**src/rtl/sonic_dist_filter.sv**
```systemverilog
// ---------------------------------------------------------------------------
// sonic_dist_filter
//   Moving-average filter for ultrasonic distance samples (cm), followed by
//   a two-threshold hysteresis FSM that drives the obstacle flag consumed by
//   motion control. Out-of-range readings (0 or > MAX_CM) are clamped to
//   MAX_CM. The averaging buffer is preloaded with MAX_CM, so early averages
//   are biased toward "far".
//
//   Optional feature macro: DIST_WATCHDOG_EN
//     defined   : a silence watchdog raises stale after TIMEOUT_CYC cycles
//                 without dist_valid and forces the FSM to CLEAR.
//     undefined : no counter logic; stale is tied low.
//
// Ports
//   clk         in   1    system clock
//   rst         in   1    asynchronous, active-high reset
//   dist_in     in   DW   raw distance sample, cm
//   dist_valid  in   1    1-cycle strobe; dist_in valid this cycle
//   dist_avg    out  DW   registered moving average, cm
//   avg_valid   out  1    1-cycle pulse; dist_avg/obstacle just updated
//   obstacle    out  1    hysteresis obstacle flag (level)
//   stale       out  1    sensor silent for TIMEOUT_CYC cycles
//
// Pipeline: clamp (E0) -> buffer/sum update (E1) -> average + FSM (E2).
// AVG_LOG2 must be >= 1.
// ---------------------------------------------------------------------------
module sonic_dist_filter #(
  parameter int unsigned DW          = 20,
  parameter int unsigned AVG_LOG2    = 2,
  parameter int unsigned MAX_CM      = 400,
  parameter int unsigned NEAR_CM     = 20,
  parameter int unsigned FAR_CM      = 25,
  parameter int unsigned TIMEOUT_CYC = 20_000_000
) (
  input  logic          clk,
  input  logic          rst,
  input  logic [DW-1:0] dist_in,
  input  logic          dist_valid,
  output logic [DW-1:0] dist_avg,
  output logic          avg_valid,
  output logic          obstacle,
  output logic          stale
);

  localparam int unsigned N  = 1 << AVG_LOG2;
  localparam int unsigned SW = DW + AVG_LOG2;

  localparam logic [DW-1:0] MAX_V    = DW'(MAX_CM);
  localparam logic [DW-1:0] NEAR_V   = DW'(NEAR_CM);
  localparam logic [DW-1:0] FAR_V    = DW'(FAR_CM);
  localparam logic [SW-1:0] SUM_INIT = SW'(N * MAX_CM);

  typedef enum logic {
    ST_CLEAR = 1'b0,
    ST_NEAR  = 1'b1
  } state_t;

  // Stage 0: clamped sample
  logic [DW-1:0] s0_sample;
  logic          s0_valid;

  // Stage 1: circular buffer and running sum
  logic [DW-1:0]       dist_buf [N];
  logic [AVG_LOG2-1:0] wr_ptr;
  logic [SW-1:0]       sum_q;
  logic [SW-1:0]       sum_next;
  logic                s1_valid;

  // Stage 2: average and FSM
  logic [DW-1:0] new_avg;
  state_t        state_q;
  state_t        state_d;
  logic          wd_fire;

  // ---------------------------------------------------------------- stage 0
  always_ff @(posedge clk or posedge rst) begin
    if (rst) begin
      s0_valid  <= 1'b0;
      s0_sample <= MAX_V;
    end else begin
      s0_valid <= dist_valid;
      if (dist_valid) begin
        s0_sample <= (dist_in == '0 || dist_in > MAX_V) ? MAX_V : dist_in;
      end
    end
  end

  // ---------------------------------------------------------------- stage 1
  // The sum never goes negative: the value being removed is always part of
  // the current sum, and N*MAX_CM fits in DW+AVG_LOG2 bits.
  assign sum_next = sum_q + SW'(s0_sample) - SW'(dist_buf[wr_ptr]);

  always_ff @(posedge clk or posedge rst) begin
    if (rst) begin
      for (int unsigned i = 0; i < N; i++) begin
        dist_buf[i] <= MAX_V;
      end
      wr_ptr   <= '0;
      sum_q    <= SUM_INIT;
      s1_valid <= 1'b0;
    end else begin
      s1_valid <= s0_valid;
      if (s0_valid) begin
        sum_q            <= sum_next;
        dist_buf[wr_ptr] <= s0_sample;
        wr_ptr           <= wr_ptr + 1'b1;  // natural wrap modulo N
      end
    end
  end

  // ---------------------------------------------------------------- stage 2
  assign new_avg = DW'(sum_q >> AVG_LOG2);

  always_ff @(posedge clk or posedge rst) begin
    if (rst) begin
      dist_avg  <= MAX_V;
      avg_valid <= 1'b0;
      state_q   <= ST_CLEAR;
    end else begin
      avg_valid <= s1_valid;
      state_q   <= state_d;
      if (s1_valid) begin
        dist_avg <= new_avg;
      end
    end
  end

  // The FSM looks at the average being registered this edge, so obstacle
  // changes on the same edge that raises avg_valid.
  always_comb begin
    state_d = state_q;
    if (wd_fire) begin
      state_d = ST_CLEAR;
    end else if (s1_valid) begin
      unique case (state_q)
        ST_CLEAR: if (new_avg < NEAR_V) state_d = ST_NEAR;
        ST_NEAR:  if (new_avg >= FAR_V) state_d = ST_CLEAR;
        default:  state_d = ST_CLEAR;
      endcase
    end
    obstacle = (state_q == ST_NEAR);
  end

  // --------------------------------------------------------------- watchdog
`ifdef DIST_WATCHDOG_EN
  localparam int unsigned CW = $clog2(TIMEOUT_CYC + 1);
  localparam logic [CW-1:0] WD_TERM = CW'(TIMEOUT_CYC);
  localparam logic [CW-1:0] WD_LAST = CW'(TIMEOUT_CYC - 1);

  logic [CW-1:0] wd_cnt;
  logic          stale_q;

  // A strobe on the terminal cycle wins: the counter restarts instead.
  assign wd_fire = !dist_valid && (wd_cnt == WD_LAST);

  always_ff @(posedge clk or posedge rst) begin
    if (rst) begin
      wd_cnt  <= '0;
      stale_q <= 1'b0;
    end else if (dist_valid) begin
      wd_cnt  <= '0;
      stale_q <= 1'b0;
    end else begin
      if (wd_cnt != WD_TERM) begin
        wd_cnt <= wd_cnt + 1'b1;
      end
      if (wd_fire) begin
        stale_q <= 1'b1;
      end
    end
  end

  assign stale = stale_q;
`else
  assign wd_fire = 1'b0;
  assign stale   = 1'b0;
`endif

endmodule
```
**config.mk**
```make
export PLATFORM = sky130hd
export DESIGN_NAME = sonic_dist_filter
export DESIGN_NICKNAME = d
export VERILOG_FILES = /design/src/rtl/sonic_dist_filter.sv
export SDC_FILE = /design/constraint.sdc
export NUM_CORES = 1
export LEC_CHECK = 0
export BUFFER_PORTS_ARGS = -buffer_cell sky130_fd_sc_hd__buf_4
export CORE_MARGIN = 2
export CORE_UTILIZATION = 61
export CTS_BUF_LIST = sky130_fd_sc_hd__clkbuf_4 sky130_fd_sc_hd__clkbuf_8 sky130_fd_sc_hd__clkbuf_16
export DETAILED_ROUTE_END_ITERATION = 8
export GPL_ROUTABILITY_DRIVEN = 0
export GPL_TIMING_DRIVEN = 0
export PLACE_DENSITY = 0.8
export SYNTH_ARGS = -nofsm -noshare
export SYNTH_HDL_FRONTEND = slang
export SYNTH_SLANG_ARGS = --single-unit
```
**constraint.sdc**
```tcl
create_clock -name clk -period 6.3 [get_ports clk]
set_input_delay 0.945 -clock clk [delete_from_list [all_inputs] [get_ports clk]]
set_output_delay 0.945 -clock clk [all_outputs]
set_load 0.02 [all_outputs]
```
# After elaboration in Yosys (flattened, before gate mapping)
# Cells that the tools add are included.
dict set report word_totals {
  ff_bits 148
  in_bits 23
  word_cells 35
  output_inout_bits 23
}
dict set report op_classes {
  magnitude_cmp 5
  add_sub_neg 3
  mux 10
  n_reduce_logical 3
  bitwise 2
}
# operator count
set ops {}
lappend ops {{bitwise mux 80 bit} 1}
lappend ops {{2-to-1 mux 20 bit} 4}
lappend ops {{binary-select mux 20 bit (select 2 bit)} 1}
lappend ops {{demux 20 bit (select 2 bit)} 1}
lappend ops {{adder 22 x 20 -> 22 bit} 1}
lappend ops {{subtractor 22 x 20 -> 22 bit} 1}
lappend ops {{greater-or-equal comparator 20 x 5 -> 1 bit (second input constant)} 1}
lappend ops {{> comparator 20 x 9 -> 1 bit (second input constant)} 1}
lappend ops {{logical NOT 20 bit} 1}
lappend ops {{less-than comparator 20 x 5 -> 1 bit (second input constant)} 1}
lappend ops {{greater-or-equal comparator 3 bit (second input constant)} 1}
lappend ops {{less-than comparator 3 x 1 -> 1 bit (second input constant)} 1}
lappend ops {{NOT 2 -> 3 bit} 1}
lappend ops {{adder 2 x 1 -> 2 bit (second input constant)} 1}
lappend ops {{2-to-1 mux 1 bit} 2}
lappend ops {{one-hot mux 1 bit (2 select lines)} 1}
lappend ops {{logical AND 1 bit} 1}
lappend ops {{logical OR 1 bit} 1}
lappend ops {{NOT 1 bit} 1}

# Depth between registers and ports, before layout
# Gate-level depths: netlist (run 1).
dict set report depth {
  depth_word 6
  ltp_mapped 14
  mapped_depth_nobuf 13
}

# Least setup slack after synthesis (run 1)
# No wires, ideal clock.
dict set report synth_path {
  path_kind {flip-flop to flip-flop}
  from {register wr_ptr[0]}
  to {register sum_q[20]}
  period_less_slack_ns 4.025
  required_ns 6.155
  setup_ns 0.145
  path_buffers 2
  t_arrival_ns 3.879
  path_slack_ns 2.275
  path_stages_with_launch 14
  cell_sequence {dfrtp_1 -> buf_1 -> mux4_2 -> fa_1 -> inv_1 -> ha_1 -> buf_6 -> a211o_1 -> o21bai_1 -> o2111a_1 -> or4_1 -> o21ai_1 -> xor2_1 -> mux2i_1}
}
dict set report synth_via {
  elab_chain_cells 5
}
# element line_no
set synth_lines {}
lappend synth_lines {{start, declared} 64} ;# logic [AVG_LOG2-1:0] wr_ptr;
lappend synth_lines {{start signal, assigned} 106} ;# wr_ptr <= wr_ptr + 1'b1;
lappend synth_lines {{NOT 2 -> 3 bit (implied by the code)} 91} ;# assign sum_next = sum_q + SW'(s0_sample) - SW'(dist_buf[wr_ptr]);
lappend synth_lines {{binary-select mux 20 bit (select 2 bit)} 91}
lappend synth_lines {{2-to-1 mux 20 bit (implied by the code) (2 in a row)} 91}
lappend synth_lines {{subtractor 22 x 20 -> 22 bit} 91}
lappend synth_lines {{end signal, assigned} 104} ;# sum_q <= sum_next;
lappend synth_lines {{end, declared} 65} ;# logic [SW-1:0] sum_q;
# Every way passes these cells. The select of a mux whose other input is x is not followed.
# A chain may end at the register's enable or synchronous reset.

# Final worst setup path (run 1)
# Same ends and word-level chain as after synthesis.

==> metrics.md, run 1 <==
| Metric | Value |
|---|---|
| Biggest area consumer among synthesized cells | dfrtp_1 |
| Startpoint types | flop |
| Layout cells sized above 1 | 18.7% |
| Max Slew Vio Count | 0 |
| Util after Layout | 72.6% |
| Met3 global-route usage | under 10% |
| Period utilisation layout | 74.1% |
| Post-synth EDFFs | 0 |
| Rel. slew slack | a little over two fifths |
| CP endpoint kind | flop |
| # resized after CTS | 0 |
| Critical Path Start | wr_ptr[0] |
| Asr flop ratio synth | 100% |
| Initial antenna violation count | 0 |
| Effective utilization at floorplan | 62.8% |
| Worst Path Required | 6.56 ns |
| Clock Skews | around 0.0086 ns |
| Commonest cells in the netlist | dfrtp_1 (127), nand2_1 (112), o21ai_0 (103), inv_1 (92), ha_1 (27) |
| Detailed placement HPWL | ~12 mm |
| Worst reg2reg setup slack | between 1.5 and 2 ns |
| Htree depth | 4 |
| Final hold vios | 0 |
| Mapped cell area | about 7600 µm² |
| Die width | roughly 120 µm |
| Yosys reg bits | ~150 |
| Crit path max fanout | 10 |
| Status | finished, final reports clean |
| Synth Warn # | 0 |
| Via density | between 5 and 6 |
| Clock Latency Late Sink | approximately 0.42 ns |
| P per Cell Area | just under 600 nW/µm² |
| Routed len/inst | 18.3 µm |
| I/O Buffers | 44 |
| Core Box Area | about 12000 µm² |
| Clock Sink Count | around 150 |
| Filler cell count | around 800 |
| Critical path data arrival time | between 4 and 5 ns |
| WS Path Type | flop to flop |
| Site Rows | 40 |
| Post-synth cell types | 52 |
| Reg2reg start | wr_ptr[0] |
| Area grow syn2layout | 15.7% |
| Vias | 5736 |
| Final setup TNS | 0 ns |
| Most frequent cell after synthesis | dfrtp_1 |
| First-pass GRT wire length | 29.3 mm |
| Crit path capture | sum_q[20] |
| GRT busiest layer | met2 |
| Final setup viols | 0 |
| Final WL | around 18 mm |
| Detail Route Antenna Nets | 0 |
| RSZ-0062 raised after global routing | false |
| Max-Cap Viols | 0 |
| Leakage | slightly above 0.004 µW |
| Met2 Resource Use GR | around 48% |
| Fin crit period | 4.67 ns |
| Worst-margin pin slew | around 0.86 ns |
| Cells after synthesis | around 720 |
| R2R depth | 13 |
| GR Layer Usage met1 | 37.9% |
| Yosys top cell area share | approximately two fifths |
| Die height | 115 µm |
| CTS tree | built |
| Hold buffer count at CTS | 0 |
| IO Pins | 46 |
| ANT cells | 0 |
| Max Freq | about 210 MHz |
| Clk pin slew, worst setup/hold paths | 0.06 ns |
| GR Overflow Total | 0 |
| Post-synthesis sequential area ratio | between 40% and 50% |
| GRT Overall Usage | about 29% |
| Clock buffer depth | 2 |
| DRC | 0 |
| Die area | roughly 13000 µm² |
| Avg Inst Size Synth | roughly 10 µm² |
| Largest net degree at the start of global routing | between 80 and 90 |
| Initial drt markers | 657 |
| Root buf cell | clkbuf_16 |
| Worst flop-to-flop path endpoint | sum_q[20] |
| Top cells by area, synth | dfrtp_1 (42%), dfstp_2 (7.3%), o21ai_0 (6.8%), mux4_2 (5.9%), nand2_1 (5.6%) |
| Drt first pass iters | 5 |
| Nets | approximately 860 |
| Setup repair bufs after CTS | 0 |
| Main synth FF type | dfrtp_1 |
| Syn Nets | between 700 and 800 |
| Vias in the first global route | approximately 6000 |
| Tightest Hold Check Type | flop to flop |
| TritonCTS buffer count | 17 |
| VDD IR max | 0.240 mV |
how the worst min path moves through the flow:
stage / start / to / slack [ns] / cells after the start
detailed placement: s0_valid / s1_valid / 0.45 / 0
global placement: s0_valid / s1_valid / 0.45 / 0
CTS: s0_valid / s1_valid / 0.47 / 0
finish: dist_buf[47] / dist_buf[47] / 0.49 / 2
global route: s0_valid / s1_valid / 0.50 / 0
floorplan: s0_valid / s1_valid / 0.35 / 0
state kept, by name, indices dropped and copies added (netlist names):
name       cells
s1_valid       1
avg_valid      1
wr_ptr         2
s0_sample     20
sum_q         22
dist_buf      80
dist_avg      20
obstacle       1
s0_valid       1
logic make-up after synthesis:
family          count (synthesis)  synth area share, %
mux                            49                 10.1
xor+xnor                       16                 1.85
simple gates                  168                 9.35
flops                         148                 49.3
fa+ha+maj                      47                 9.75
other cells                     1               0.0495
buf+inv                       125                 6.35
compound gates                170                 13.3
per-layer routing:
layer / vias to the layer above / wire length (µm)
li1: 2567 / -
met1: 2829 / 7270
met2: 291 / 8730
met3: 49 / 1320
met4: 0 / 371
met5: - / 0
worst max-delay path, cell delays in order, from the launching register on:
cell	delay, ns
dfrtp_1	0.50
buf_1	0.69
mux4_2	0.61
fa_1	0.49
inv_1	0.04
ha_1	0.27
clkbuf_1	0.19
a211oi_1	0.43
o21bai_1	0.16
o2111a_1	0.19
or4_1	0.48
o21ai_1	0.19
xor2_1	0.17
mux2i_1	0.10
stage by stage:
stage / setup slack, ns / total power, µW / instance area [µm²] / hold slack (ns) / cells
finish: 1.63 / 5090 / 8760 / 0.486 / 969
global route: 1.33 / 5380 / 8760 / 0.500 / 969
global placement: 0.135 / 3730 / 8110 / 0.445 / 936
floorplan: 1.41 / 3260 / 7570 / 0.352 / 724
CTS: 1.68 / 5010 / 8760 / 0.467 / 969
detailed placement: 1.79 / 3870 / 8140 / 0.448 / 937
layout make-up:
cell class / count / area, µm² / area share (%)
buffer: 33 / 135 / 1.54
multi-input combinational: 451 / 3360 / 38.4
timing repair buffer: 45 / 358 / 4.09
clock buffer: 21 / 462 / 5.27
tap: 168 / 210 / 2.40
inverter: 92 / 350 / 4.00
clock inverter: 11 / 150 / 1.71
sequential: 148 / 3730 / 42.6
cells in the final DEF, fill, tap and decap left out, drive strengths merged, types with 8 or more instances in the layout:
cell | Yosys | final
o21ai | 105 | 105
mux2i | 8 | 8
nand2 | 112 | 112
dfrtp | 127 | 127
fa | 20 | 20
buf | 8 | 53
inv | 92 | 95
a21oi | 22 | 22
ha | 27 | 27
mux4 | 20 | 20
xnor2 | 9 | 9
nor2 | 25 | 25
clkbuf | 25 | 46
dfstp | 21 | 21
mux2 | 21 | 21
where the power goes:
group | internal, µW | switching [µW] | leakage (µW)
Clock | 650 | 401 | 0.000299
Sequential | 1210 | 145 | 0.00191
Combinational | 1090 | 1590 | 0.00190
No activity file was read; power rests on OpenSTA's default activity.
==> inputs of run 2 (changes only) <==
==> constraint.sdc (replaced) <==
create_clock -name clk -period 4.58 [get_ports clk]
set_input_delay 0.687 -clock clk [delete_from_list [all_inputs] [get_ports clk]]
set_output_delay 0.687 -clock clk [all_outputs]
set_load 0.02 [all_outputs]
==> run 2 against run 1 <==
Sequential cell count is the same; clock power grew 33%; register-to-register slack lost 1.3 ns; via count shrank 0.52%; clock-buffer cell count is 4 lower; die area is the same; power up 35%; final area is 0.19% higher; routed wire length is 4.4% lower; first-iteration DRC count up 0.61%; largest power group unchanged; combinational power increased by 35%; largest cell class unchanged; final cell count is 0.21% higher.
==> metrics.md, run 2 (synthesized netlist as in run 1, its figures left out) <==
| Metric | Value |
|---|---|
| Crit path max fanout | 10 |
| Critical path data arrival time | roughly 4.5 ns |
| Effective utilization at floorplan | between 60% and 70% |
| # resized after CTS | 0 |
| Worst Path Required | ~4.9 ns |
| Layout cells sized above 1 | 19.2% |
| Commonest cells after routing, fill and taps aside | dfrtp_1 (127), nand2_1 (112), o21ai_0 (103) |
| Die height | approximately 120 µm |
| Critical path's largest stage delay | about 0.58 ns |
| Area grow syn2layout | 15.9% |
| WS Path Type | flop to flop |
| Die width | between 100 and 150 µm |
| Die area | 13300 µm² |
| Final WL | 16.9 mm |
| I/O Buffers | 44 |
| Final setup viols | 0 |
| R2R depth | 13 |
| Clk pin slew, worst setup/hold paths | approximately 0.070 ns |
| Initial antenna violation count | 0 |
| Detailed placement HPWL | 11.9 mm |
| CP endpoint kind | flop |
| Drt first pass iters | 5 |
| Clock Skews | 0.00963 ns |
| ANT cells | 0 |
| Nets | 860 |
| Htree depth | 4 |
| GRT Overall Usage | between 20% and 30% |
| DR WL met2 | ~8.3 mm |
| P per Cell Area | ~780 nW/µm² |
| Tightest Hold Check Type | input pin to asynchronous set/reset pin |
| TritonCTS buffer count | 17 |
| GR Overflow Total | 0 |
| First-pass GRT wire length | about 28 mm |
| Commonest non-fill, non-tap cell in the layout | dfrtp_1 |
| Core Box Area | roughly 12000 µm² |
| Site Rows | 40 |
| Max-Cap Viols | 0 |
| Worst reg2reg setup slack | about 0.33 ns |
| Period utilisation layout | slightly above 90% |
| Leakage | between 0.004 and 0.005 µW |
| VDD IR max | ~0.35 mV |
| Via density | 5.88 |
| Final setup TNS | 0 ns |
| Clock buffer depth | 2 |
| Root buf cell | clkbuf_16 |
| Wire length on met3 | ~1.1 mm |
| Largest regs | dist_buf (80), sum_q (22) |
| Vias | between 5000 and 6000 |
| Final setup margin | 0.335 ns |
| Vias in the first global route | roughly 5700 |
| Final hold vios | 0 |
| Setup repair bufs after CTS | 0 |
| Max Slew Vio Count | 0 |
| Final Cell Area | between 8000 and 9000 µm² |
| RSZ-0062 raised after global routing | false |
| Largest net degree at the start of global routing | between 40 and 50 |
| Clock Latency Late Sink | approximately 0.43 ns |
| M1 wire length | ~7.1 mm |
| Routed len/inst | 17.4 µm |
| DRC | 0 |
| Top Metal Used | met4 |
| Rel. slew slack | between 40% and 50% |
| Max FFs per register | 80 |
| Status | finished, final reports clean |
| Largest reg by FF count | dist_buf |
| Startpoint types | flop |
| Fin crit period | ~4.2 ns |
| Detail Route Antenna Nets | 0 |
| Max Freq | approximately 240 MHz |
| Crit-path slowest cell | mux4_2 |
| Clock Sink Count | ~150 |
| Worst flop-to-flop path endpoint | sum_q[20] |
| Post-DP Area | a little over 8000 µm² |
| Worst path cell trace | clkbuf_2, mux4_2, fa_1, inv_1, ha_1, clkbuf_1, a211oi_1, o21bai_1, o2111a_1, or4_1, o21ai_1, xor2_1, mux2i_1 |
| Reg2reg start | wr_ptr[0] |
| Initial drt markers | 661 |
| Place WS | 0.0656 ns |
| CTS tree | built |
| IO Pins | 46 |
| Hold buffer count at CTS | 0 |
| Worst-margin pin slew | roughly 0.8 ns |
## run 2: metrics by stage
stage / total power, µW / hold WS, ns / util [%] / std cells
3_5_place_dp: 5300 / 0.461 / 67.8 / 939
4_1_cts: 6810 / 0.302 / 72.7 / 971
6_report: 6860 / 0.289 / 72.7 / 971
3_3_place_gp: 5130 / 0.445 / 67.3 / 936
2_1_floorplan: 4490 / 0.352 / - / 724
5_1_grt: 7310 / 0.328 / 72.7 / 971
## run 2: cell type report
cell class,instances,area [µm²]
flip-flops and latches,148,3730
multi-input cells,451,3360
fillers,784,3290
clock buffers,17,425
repair buffers,47,390
inverters,92,349
well taps,168,210
clock inverters,15,169
plain buffers,33,138
## run 2: where the power goes
| group | internal [µW] | switching, µW |
|---|---|---|
| sequential | 1660 | 191 |
| combinational | 1500 | 2100 |
| clock | 816 | 588 |
| total | 3980 | 2880 |
## run 2: critical path, delay by kind of cell, from the launching register on
family | cells | cell delay (ns)
mux | 2 | 0.67
fa+ha+maj | 2 | 0.77
compound gates | 4 | 0.90
buf+inv | 3 | 0.64
flops | 1 | 0.50
xor+xnor | 1 | 0.16
simple gates | 1 | 0.46
## run 2: worst max path at each step
stage          startpoint  depth (start not counted)   endpoint
5_1_grt         wr_ptr[0]                         13  sum_q[20]
2_1_floorplan   wr_ptr[0]                         13  sum_q[20]
4_1_cts         wr_ptr[0]                         13  sum_q[20]
6_report        wr_ptr[0]                         13  sum_q[20]
3_3_place_gp    wr_ptr[0]                         13  sum_q[20]
3_5_place_dp    wr_ptr[0]                         13  sum_q[20]
## run 2: per-layer routing
| layer | GRT usage (%) | vias to the layer above |
|---|---|---|
| met5 | 0 | - |
| met4 | 11.7 | 0 |
| met3 | 4.53 | 49 |
| met2 | 45.2 | 276 |
| met1 | 37.1 | 2811 |
| li1 | - | 2570 |
